`config.mk`:
```
export PLATFORM = sky130hd
export DESIGN_NAME = disc_loop
export DESIGN_NICKNAME = d
export VERILOG_FILES = /design/src/rtl/disc_pkg.sv /design/src/rtl/pps_phase_det.sv /design/src/rtl/disc_loop.sv
export SDC_FILE = /design/constraint.sdc
export NUM_CORES = 1
export LEC_CHECK = 0
export BUFFER_PORTS_ARGS = -buffer_cell sky130_fd_sc_hd__buf_2
export CAP_MARGIN = 5
export CORE_ASPECT_RATIO = 1.25
export CORE_MARGIN = 2
export CORE_UTILIZATION = 40
export DETAILED_ROUTE_END_ITERATION = 16
export PLACE_DENSITY = 0.58
export SLEW_MARGIN = 40
export SYNTH_ARGS = -nofsm -noshare
export SYNTH_HDL_FRONTEND = slang
export SYNTH_SLANG_ARGS = --single-unit
```
`constraint.sdc`:
```
create_clock -name clk -period 4.4 [get_ports clk]
set_clock_uncertainty 0.05 [all_clocks]
set_input_delay 0.88 -clock clk [delete_from_list [all_inputs] [get_ports clk]]
set_output_delay 0.88 -clock clk [all_outputs]
set_load 0.01 [all_outputs]
```
`src/rtl/disc_pkg.sv`:
```
// Shared types and widths for the 1 PPS disciplining loop.
// Holds the controller state encoding plus the DAC clamp used by the loop filter.
package disc_pkg;

  localparam int ERR_W = 28;
  localparam int INT_W = 32;
  localparam int SUM_W = 34;
  localparam logic [15:0] DAC_MID = 16'h8000;

  typedef enum logic [2:0] {
    IDLE,
    ARM_TSC,
    ARM_GPS,
    CALC_I,
    CALC_S,
    LOAD
  } disc_state_t;

  function automatic logic [15:0] clamp_dac(input logic signed [SUM_W-1:0] v);
    if (v < 0) return 16'h0000;
    if (v > SUM_W'(65535)) return 16'hFFFF;
    return v[15:0];
  endfunction

endpackage

```
`src/rtl/pps_phase_det.sv`:
```
// Pairs local and reference 1 PPS pulses and measures their offset in clk cycles.
// Also sequences the fixed-latency filter stages so pulses are ignored while they run.
module pps_phase_det
  import disc_pkg::*;
#(
  parameter int WIN_MAX = 50_000_000
) (
  input  logic                    clk,
  input  logic                    rst_n,
  input  logic                    tsc_1pps,
  input  logic                    gps_1pps,
  output disc_state_t             state,
  output logic signed [ERR_W-1:0] err,
  output logic                    err_stb,
  output logic                    miss_stb
);

  disc_state_t             state_d;
  logic [ERR_W-1:0]        cnt, cnt_d;
  logic signed [ERR_W-1:0] err_d;
  logic                    err_stb_d, miss_d;

  // NOTE: every variable gets a default before the case so no path infers a latch.
  always_comb begin
    state_d   = state;
    cnt_d     = cnt;
    err_d     = err;
    err_stb_d = 1'b0;
    miss_d    = 1'b0;
    unique case (state)
      IDLE: begin
        cnt_d = '0;
        if (tsc_1pps && gps_1pps) begin
          err_d     = '0;
          err_stb_d = 1'b1;
          state_d   = CALC_I;
        end else if (tsc_1pps) begin
          cnt_d   = ERR_W'(1);
          state_d = ARM_TSC;
        end else if (gps_1pps) begin
          cnt_d   = ERR_W'(1);
          state_d = ARM_GPS;
        end
      end
      ARM_TSC, ARM_GPS: begin
        // A closing pulse wins even in the cycle the window expires.
        if ((state == ARM_TSC && gps_1pps) || (state == ARM_GPS && tsc_1pps)) begin
          err_d     = (state == ARM_TSC) ? -$signed(cnt) : $signed(cnt);
          err_stb_d = 1'b1;
          cnt_d     = '0;
          state_d   = CALC_I;
        end else if ((state == ARM_TSC && tsc_1pps) || (state == ARM_GPS && gps_1pps)) begin
          cnt_d = ERR_W'(1);
        end else if (cnt == ERR_W'(WIN_MAX)) begin
          miss_d  = 1'b1;
          cnt_d   = '0;
          state_d = IDLE;
        end else begin
          cnt_d = cnt + ERR_W'(1);
        end
      end
      CALC_I:  state_d = CALC_S;
      CALC_S:  state_d = LOAD;
      LOAD:    state_d = IDLE;
      default: state_d = IDLE;
    endcase
  end

  // NOTE: sequential state uses non-blocking assignments so all registers update together.
  always_ff @(posedge clk or negedge rst_n) begin
    if (!rst_n) begin
      state    <= IDLE;
      cnt      <= '0;
      err      <= '0;
      err_stb  <= 1'b0;
      miss_stb <= 1'b0;
    end else begin
      state    <= state_d;
      cnt      <= cnt_d;
      err      <= err_d;
      err_stb  <= err_stb_d;
      miss_stb <= miss_d;
    end
  end

endmodule

```
`src/rtl/disc_loop.sv`:
```
// 1 PPS disciplining loop: phase detector feeding a shift-gain PI filter that drives
// a 16-bit oscillator DAC, plus a consecutive-measurement lock qualifier.
module disc_loop
  import disc_pkg::*;
#(
  parameter int WIN_MAX  = 50_000_000,
  parameter int LOCK_TOL = 10,
  parameter int LOCK_CNT = 8
) (
  input  logic                    clk,
  input  logic                    rst_n,
  input  logic                    tsc_1pps,
  input  logic                    gps_1pps,
  input  logic                    loop_ena,
  input  logic [3:0]              kp_shift,
  input  logic [3:0]              ki_shift,
  input  logic [15:0]             dac_init,
  output logic [15:0]             dac_val,
  output logic                    dac_ena,
  output logic signed [ERR_W-1:0] phase_err,
  output logic                    err_valid,
  output logic                    pps_miss,
  output logic                    locked
);

  localparam int IW1 = INT_W + 1;
  localparam int LCW = $clog2(LOCK_CNT + 1);

  disc_state_t             state;
  logic signed [ERR_W-1:0] err;
  logic                    err_stb, miss_stb;
  logic signed [INT_W-1:0] integ, integ_sat;
  logic signed [IW1-1:0]   integ_wide;
  logic signed [SUM_W-1:0] sum, sum_d, prop;
  logic [ERR_W-1:0]        err_mag;
  logic                    in_tol;
  logic [LCW-1:0]          lock_q;

  pps_phase_det #(.WIN_MAX(WIN_MAX)) u_det (
    .clk      (clk),
    .rst_n    (rst_n),
    .tsc_1pps (tsc_1pps),
    .gps_1pps (gps_1pps),
    .state    (state),
    .err      (err),
    .err_stb  (err_stb),
    .miss_stb (miss_stb)
  );

  assign phase_err = err;
  assign pps_miss  = miss_stb;
  assign locked    = (lock_q == LCW'(LOCK_CNT));

  always_comb begin
    // Overflow shows up as the two top bits of the widened sum disagreeing.
    integ_wide = IW1'(integ) + IW1'(err >>> ki_shift);
    if (integ_wide[INT_W] != integ_wide[INT_W-1])
      integ_sat = integ_wide[INT_W] ? {1'b1, {(INT_W-1){1'b0}}} : {1'b0, {(INT_W-1){1'b1}}};
    else
      integ_sat = integ_wide[INT_W-1:0];
    prop    = SUM_W'(err >>> kp_shift);
    sum_d   = SUM_W'($signed({1'b0, dac_init})) + prop + SUM_W'(integ);
    err_mag = err[ERR_W-1] ? ERR_W'(-err) : ERR_W'(err);
    in_tol  = (err_mag <= ERR_W'(LOCK_TOL));
  end

  // NOTE: every register, including the integrator and sum, has a defined reset value.
  always_ff @(posedge clk or negedge rst_n) begin
    if (!rst_n) begin
      integ     <= '0;
      sum       <= '0;
      dac_val   <= DAC_MID;
      err_valid <= 1'b0;
      dac_ena   <= 1'b0;
    end else begin
      dac_ena   <= 1'b1;
      err_valid <= (state == LOAD);
      if (!loop_ena)    integ <= '0;
      else if (err_stb) integ <= integ_sat;
      if (state == CALC_S) sum <= sum_d;
      if (!loop_ena)            dac_val <= dac_init;
      else if (state == LOAD)   dac_val <= clamp_dac(sum);
    end
  end

  // Lock qualifier is evaluated in LOAD so locked moves in the same cycle as err_valid.
  always_ff @(posedge clk or negedge rst_n) begin
    if (!rst_n) begin
      lock_q <= '0;
    end else if (!loop_ena || miss_stb) begin
      lock_q <= '0;
    end else if (state == LOAD) begin
      if (!in_tol)                         lock_q <= '0;
      else if (lock_q != LCW'(LOCK_CNT))   lock_q <= lock_q + LCW'(1);
    end
  end

endmodule

```
==> results.md, run 1 <==
* Status: complete, but fails checks
* Failing checks: negative setup slack
* RR Endpoint: sum[29]$_DFFE_PN0N_
* Worst path required time at 4720 ps
* Initial antenna violation count at 1
* Layout Nets at 2073
* Crit end category: register
* DP Worst Slack at -825 ps
* Worst EP arrival at 4830 ps
* Clk Latency, worst-skew pair at 440 ps
* Largest net degree at the start of global routing at 101
* GP Congestion at 0.897
* I/O Buffers at 76
* Sum of negative setup slack at -318 ps
* Static Leak at 8.31 nW
* Vias at 13800
* Final Util at 52.1%
* First-pass GRT wire length at 71.9 mm
* Routed Antenna Nets at 0
* Hold Crit Class: in2async
* Seq pwr share at 21.2%
* Crit start category: input port
* CTS clk-pin slew, worst paths at 70 ps
* Final setup fails at 6
* Vias in the first global route at 13500
* Final Hold Fails at 0
* Tightest Pin Transition at 778 ps
* Fill count at 3216
* Area of the core at 0.0342 sq mm
* Int Pwr at 5.66 mW
* Syn avg cell area at 8.27 sq um
* Die width at 170 um
* Slew Viols, Final at 0
* Seq. cell area at 0.00373 sq mm
* Multi-input logic area at 0.00995 sq mm
* Async SR Flop Fraction at 100%
* Io pins at 77
* Root buffer cell: clkbuf_16
* R2R Path Start: u_det.err[14]$_DFFE_PN0P_
* Crit-path max FO at 5
* Power Density at 578 mW/mm^2
* Most frequent CP cell: o21a_1
* DRT iter0 DRCs at 942
* R2R setup slack at 70 ps
* Gr ovfl total at 0
* Slowest library cell on the worst path: fa_1
* #FFs+latches synth at 149
* Vias/cell at 5.80
* Wire per inst at 19.2 um
* Die Span Y at 212 um
* Unrepaired setup endpoints after global routing: true
* Syn Inst Count at 1674
* Psw at 4.65 mW
* Clk pwr share at 14.7%
* Sequential area share after synthesis at 27.0%
* Crit-path max cell delay at 510 ps
* Critical path origin: kp_shift[1]
* Area added between synthesis and finish at 29.0%
* Min cycle time layout at 4500 ps
* Mapped Area at 0.0138 sq mm
* CP endpoint: sum[29]$_DFFE_PN0N_
* Layout cells sized above 1 at 28.4%
* Distinct cells, synth at 80
* Crit path cell chain: buf_12, mux2_4, o21a_1, mux4_2, fa_1, ha_2, inv_2, fa_2, nor2b_1, o31a_1, o221a_2, o311a_1, o21ai_2, a21o_1, o21a_1, or4b_4, nand3_2
* EDFF count, synth at 0
* DRC viols at 0
* Ys Warns at 0
* Max frequency at 222 MHz
* Syn Nets at 1808
* Gr usage total at 25.3%
* Max-cap violations at 0
* Comb power frac at 64.2%
* Crit path kind: in2reg
* Worst hold margin at 328 ps
* Final critical-path share of the clock period at 102%
* Starting Density at 40.4%
* Die Area at 0.0361 sq mm
* Row count at 76
* Detailed Place HPWL at 35.6 mm
* Relative slew slack at 48.1%
* Net Sw Frac at 45.1%
* Final worst slack at -103 ps
* CTS Buffer Depth at 2
* Worst VDD drop at 256 uV
* Top_reg_cell synth: dfrtp_1
* Worst reg2reg path depth at 17
* Drt total wl at 45.8 mm
* CTS sink cnt at 149
* CTS tree: done
* DRT Pass-1 Iters at 5
* H-tree levels at 4
* Total CTS buffers at 17
==> layout make-up <==
cell class                 instances  area share (%)
clock buffer                      20            2.56
antenna                            1          0.0140
inverter                          45            1.02
clock inverter                    12           0.806
timing repair buffer             376            15.9
sequential                       149            20.9
multi-input combinational       1350            55.7
tap                              429            3.01
==> cells in the final DEF (no fill, tap or decap), types with 18 or more instances in the layout <==
cell type / n
xnor2_1: 49
fa_1: 19
a21o_1: 35
buf_4: 282
nand4_1: 22
dfrtp_1: 145
a21oi_1: 121
nand3_1: 32
o21ai_0: 110
nand2b_1: 18
inv_1: 38
buf_2: 71
nand2_1: 184
xor2_1: 42
ha_1: 74
a31oi_1: 22
mux2i_1: 33
a221o_1: 31
mux4_2: 32
nor3_1: 40
and3_1: 19
nor2_1: 154
nor4_1: 18
==> worst max-delay path, delay by kind of cell <==
| family | cells | cell delay, ps |
|---|---|---|
| adder cells (fa/ha/maj) | 3 | 1040 |
| AO/OA/AOI/OAI | 7 | 1290 |
| AND/OR/NAND/NOR | 3 | 690 |
| multiplexers | 2 | 780 |
| buffers and inverters | 2 | 160 |
==> how the worst min path moves through the flow <==
stage,start,to,slack [ps],depth (start not counted)
4_1_cts,rst_n,sum[20]$_DFFE_PN0N_,340,1
2_1_floorplan,sum[1]$_DFFE_PN0N_,sum[1]$_DFFE_PN0N_,400,2
3_3_place_gp,sum[5]$_DFFE_PN0N_,sum[5]$_DFFE_PN0N_,420,1
5_1_grt,rst_n,sum[23]$_DFFE_PN0N_,370,1
6_report,rst_n,sum[20]$_DFFE_PN0N_,330,1
3_5_place_dp,sum[1]$_DFFE_PN0N_,sum[1]$_DFFE_PN0N_,420,2
==> power groups by stage <==
stage | logic [mW] | clock network, mW | registers [mW]
2_1_floorplan | 3.84 | 0 | 2.07
3_3_place_gp | 6.13 | 0 | 2.18
3_5_place_dp | 6.21 | 0 | 2.19
4_1_cts | 6.40 | 1.54 | 2.17
5_1_grt | 7.23 | 1.59 | 2.23
6_report | 6.62 | 1.51 | 2.18
==> Yosys cell counts (7+ instances only) <==
master    instances  area (sq um)
a211oi_1         18           135
nand4_1          22           138
nor2b_1          11          68.8
nand3_1          33           165
mux2_2           12           135
nor4_1           20           125
and2_1           17           106
and3_1           19           119
a221o_1          31           310
clkbuf_1        116           435
or3_1            10          62.6
ha_1             83          1040
o21a_1           16           120
fa_1             22           440
o211ai_1          7          52.6
mux2i_1          43           430
nand2b_1         18           113
nor2_1          158           593
a21o_1           35           263
o21ai_0         133           666
xor2_1           43           377
o31ai_1          12          90.1
mux4_2           32           721
inv_1            39           146
a31oi_1          28           175
nor3_1           40           200
o22ai_1          10          62.6
dfrtp_1         148          3700
a21oi_1         131           656
o21bai_1         11          82.6
nand2_1         189           709
buf_1             7          26.3
xnor2_1          51           447
==> registers in the layout (all words and copies together), names as in the netlist, 3 cells and up <==
name	cells
dac_val	16
integ	32
lock_q	4
sum	34
u_det.cnt	28
u_det.err	28
u_det.state	3
==> stage by stage <==
stage | instances | instance area, sq um | power (mW)
floorplan | 1674 | 14100 | 5.90
global placement | 2336 | 16600 | 8.31
detailed placement | 2336 | 16600 | 8.40
CTS | 2375 | 17600 | 10.1
global route | 2381 | 17800 | 11.1
finish | 2382 | 17800 | 10.3
==> logic make-up after synthesis <==
family                     share of synthesized area (%)
AOI/OAI and AO/OA                                   22.2
xor gates and xnor gates                            5.95
adders and majority gates                           10.7
buffers and inverters                               4.87
DFF                                                 27.0
muxes                                               9.30
other                                             0.0271
and+or+nand+nor                                     20.0
==> layer usage <==
metal  GRT usage, %  wire (um)  up-vias
li1               -          -     6641
met4           11.6       2080        0
met3           2.69       1690       98
met1           30.0      18300     6685
met5              0          0        -
met2           45.8      23700      389
==> repair_timing <==
action / CTS / global route
cloned: 0 / 0
resized for setup: 62 / 60
hold buffers: 0 / 0
pin swaps: 33 / 24
endpoints found under the setup margin: 49 / 49
setup buffers: 7 / 8
Note: power is estimated with default switching activity, not from simulation.
==> run 2: changes to the inputs <==
--- a/config.mk
+++ b/config.mk
@@ -12,6 +12,7 @@
 export CORE_UTILIZATION = 40
 export DETAILED_ROUTE_END_ITERATION = 16
 export PLACE_DENSITY = 0.58
+export SKIP_LAST_GASP = 1
 export SLEW_MARGIN = 40
 export SYNTH_ARGS = -nofsm -noshare
 export SYNTH_HDL_FRONTEND = slang
==> run 2 against run 1 <==
The flow still finishes with violations (negative setup slack). Utilization is 0.055 points lower. Fmax hardly changed. Cell area is 0.11% lower. Via count is 0.27% higher. Combinational power hardly changed. Non-clock buffer count stayed put. Register-to-register slack hardly changed. Die area stayed put. Largest power group unchanged.
==> results.md, run 2 (same netlist as run 1, synthesis figures left out) <==
* Gr ovfl total at 0 (unchanged)
* Slew Viols, Final at 0 (unchanged)
* Max-cap violations at 0 (unchanged)
* Status: complete, but fails checks
* Failing checks: negative setup slack
* DP Area at 0.0166 sq mm (unchanged)
* Max reg flops at 34 (unchanged)
* Worst EP arrival at 4820 ps (about the same)
* Power Density at 577 mW/mm^2 (-0.19%)
* Crit-path max cell delay at 510 ps (about the same)
* Root buffer cell: clkbuf_16
* I/O Buffers at 76 (unchanged)
* DRT iter0 DRCs at 941 (-0.11%)
* Most common cell after layout, fill and taps aside: buf_4
* Gr usage total at 25.3% (unchanged)
* Vias/cell at 5.81 (+0.27%)
* Hold Buf Count CTS at 0 (unchanged)
* Clk Latency, worst-skew pair at 440 ps (about the same)
* Crit path cell chain: buf_12, mux2_4, o21a_1, mux4_2, fa_1, ha_2, inv_2, fa_2, nor2b_1, o31a_1, o221a_2, o311a_1, o21ai_2, a21o_1, o21a_1, or4b_4, nand3_2
* CTS Buffer Depth at 2 (unchanged)
* Die Area at 0.0361 sq mm (unchanged)
* Area added between synthesis and finish at 28.9%
* Static Leak at 8.31 nW (about the same)
* Vias in the first global route at 13500 (unchanged)
* Detailed Place HPWL at 35.6 mm (unchanged)
* Final Hold Fails at 0 (unchanged)
* Final Util at 52.1% (-0.055 points)
* CTS sink cnt at 149 (unchanged)
* Tightest Pin Transition at 772 ps (-6.72 ps)
* CP bufs+invs at 2 (unchanged)
* Most frequent CP cell: o21a_1
* Sum of negative setup slack at -318 ps (+0.194 ps)
* Initial antenna violation count at 1 (unchanged)
* Hold Crit Class: in2async
* Final setup fails at 6 (unchanged)
* Overall power at 10.3 mW (-0.30%)
* Crit start category: input port
* Layout Nets at 2073 (unchanged)
* Worst VDD drop at 259 uV (+1.1%)
* Critical path origin: kp_shift[1]
* Die width at 170 um (unchanged)
* Die Span Y at 212 um (unchanged)
* Most frequent cells in the layout: buf_4, nand2_1, nor2_1
* Crit end category: register
* Io pins at 77 (unchanged)
* Vias at 13900 (+0.27%)
* Layout cells sized above 1 at 28.3% (-0.15 points)
* H-tree levels at 4 (unchanged)
* Crit-path max FO at 5 (unchanged)
* Routed Antenna Nets at 0 (unchanged)
* Drt total wl at 45.7 mm (-0.14%)
* Delay-heaviest family, CP: compound AO/OA/AOI/OAI gates
* Layout Cell Area excl Fill at 0.0178 sq mm (-0.11%)
* Slowest library cell on the worst path: fa_1
* Area of the core at 0.0342 sq mm (unchanged)
* Relative slew slack at 48.6% (+0.45 points)
* DRT Pass-1 Iters at 6 (+1)
* Most flops, register: sum
* Final worst slack at -98.9 ps (+4.09 ps)
* Starting Density at 40.4% (unchanged)
* Largest regs: sum: 34 flops, integ: 32 flops
* Final critical-path share of the clock period at 102% (about the same)
* CTS clk-pin slew, worst paths at 70 ps (about the same)
* Worst path required time at 4720 ps (about the same)
* Row count at 76 (unchanged)
* CTS tree: done
* Min cycle time layout at 4500 ps (-4.09 ps)
* Total CTS buffers at 17 (unchanged)
* Largest net degree at the start of global routing at 101 (unchanged)
* GP Congestion at 0.897 (unchanged)
* Unrepaired setup endpoints after global routing: true
* Crit path kind: in2reg
* Wire per inst at 19.2 um (-0.14%)
* First-pass GRT wire length at 71.9 mm (unchanged)
* DRC viols at 0 (unchanged)
* Max frequency at 222 MHz (about the same)
* R2R Path Start: u_det.err[14]$_DFFE_PN0P_
run 2: cell counts in the layout (fill, tap and decap cells not counted):
Identical to the previous run, type by type.
run 2: what timing repair did:
item | in CTS | in global routing
setup buffers | 7 | 8
resized for setup | 62 | 54
cloned | 0 | 0
endpoints found under the setup margin | 49 | 49
pin swaps | 33 | 24
run 2: per-stage QoR:
stage / instances / hold slack (ps) / setup slack, ps
after floorplan: 1674 / 396 / -560
after global placement: 2336 / 416 / -729
after detailed placement: 2336 / 419 / -825
after CTS: 2375 / 343 / -60.7
after global routing: 2381 / 368 / -199
final: 2382 / 320 / -98.9
run 2: final cells by class:
type,count,area (sq um)
fill,3219,16400
multi-input combinational,1350,9930
sequential,149,3730
timing repair buffer,376,2840
tap,429,537
clock buffer,20,457
inverter,45,183
clock inverter,12,144
antenna,1,2.50
run 2: final timing paths:
check / slack (ps) / endpoint / depth (start not counted)
max: -100 / sum[29]$_DFFE_PN0N_ / 17
min: 320 / sum[20]$_DFFE_PN0N_ / 1
max reg2reg: 60 / sum[29]$_DFFE_PN0N_ / 17
min reg2reg: 430 / sum[0]$_DFFE_PN0N_ / 2
max in group asynchronous: 3010 / u_det.err[22]$_DFFE_PN0P_ / 2
min in group clk: 430 / sum[0]$_DFFE_PN0N_ / 2
run 2: metal layers:
layer	vias to the layer above	track usage (%)	share of wire (%)
li1	6641	-	-
met1	6704	30.0	40
met2	405	45.8	52
met3	100	2.69	3.8
met4	0	11.6	4.6
met5	-	0	0
run 2: worst register-to-register path, delay by kind of cell, from the launching register on:
| kind | cells | cell delay [ps] |
|---|---|---|
| AND/OR/NAND/NOR | 4 | 870 |
| multiplexers | 1 | 490 |
| buffers and inverters | 1 | 40 |
| adder cells (fa/ha/maj) | 3 | 1040 |
| AO/OA/AOI/OAI | 8 | 1390 |
| flip-flops | 1 | 430 |
run 2: power breakdown:
group          switching (mW)  total (mW)  internal [mW]
clock                   0.634        1.51          0.876
sequential              0.442        2.18           1.74
combinational            3.56        6.59           3.03
total                    4.64        10.3           5.64
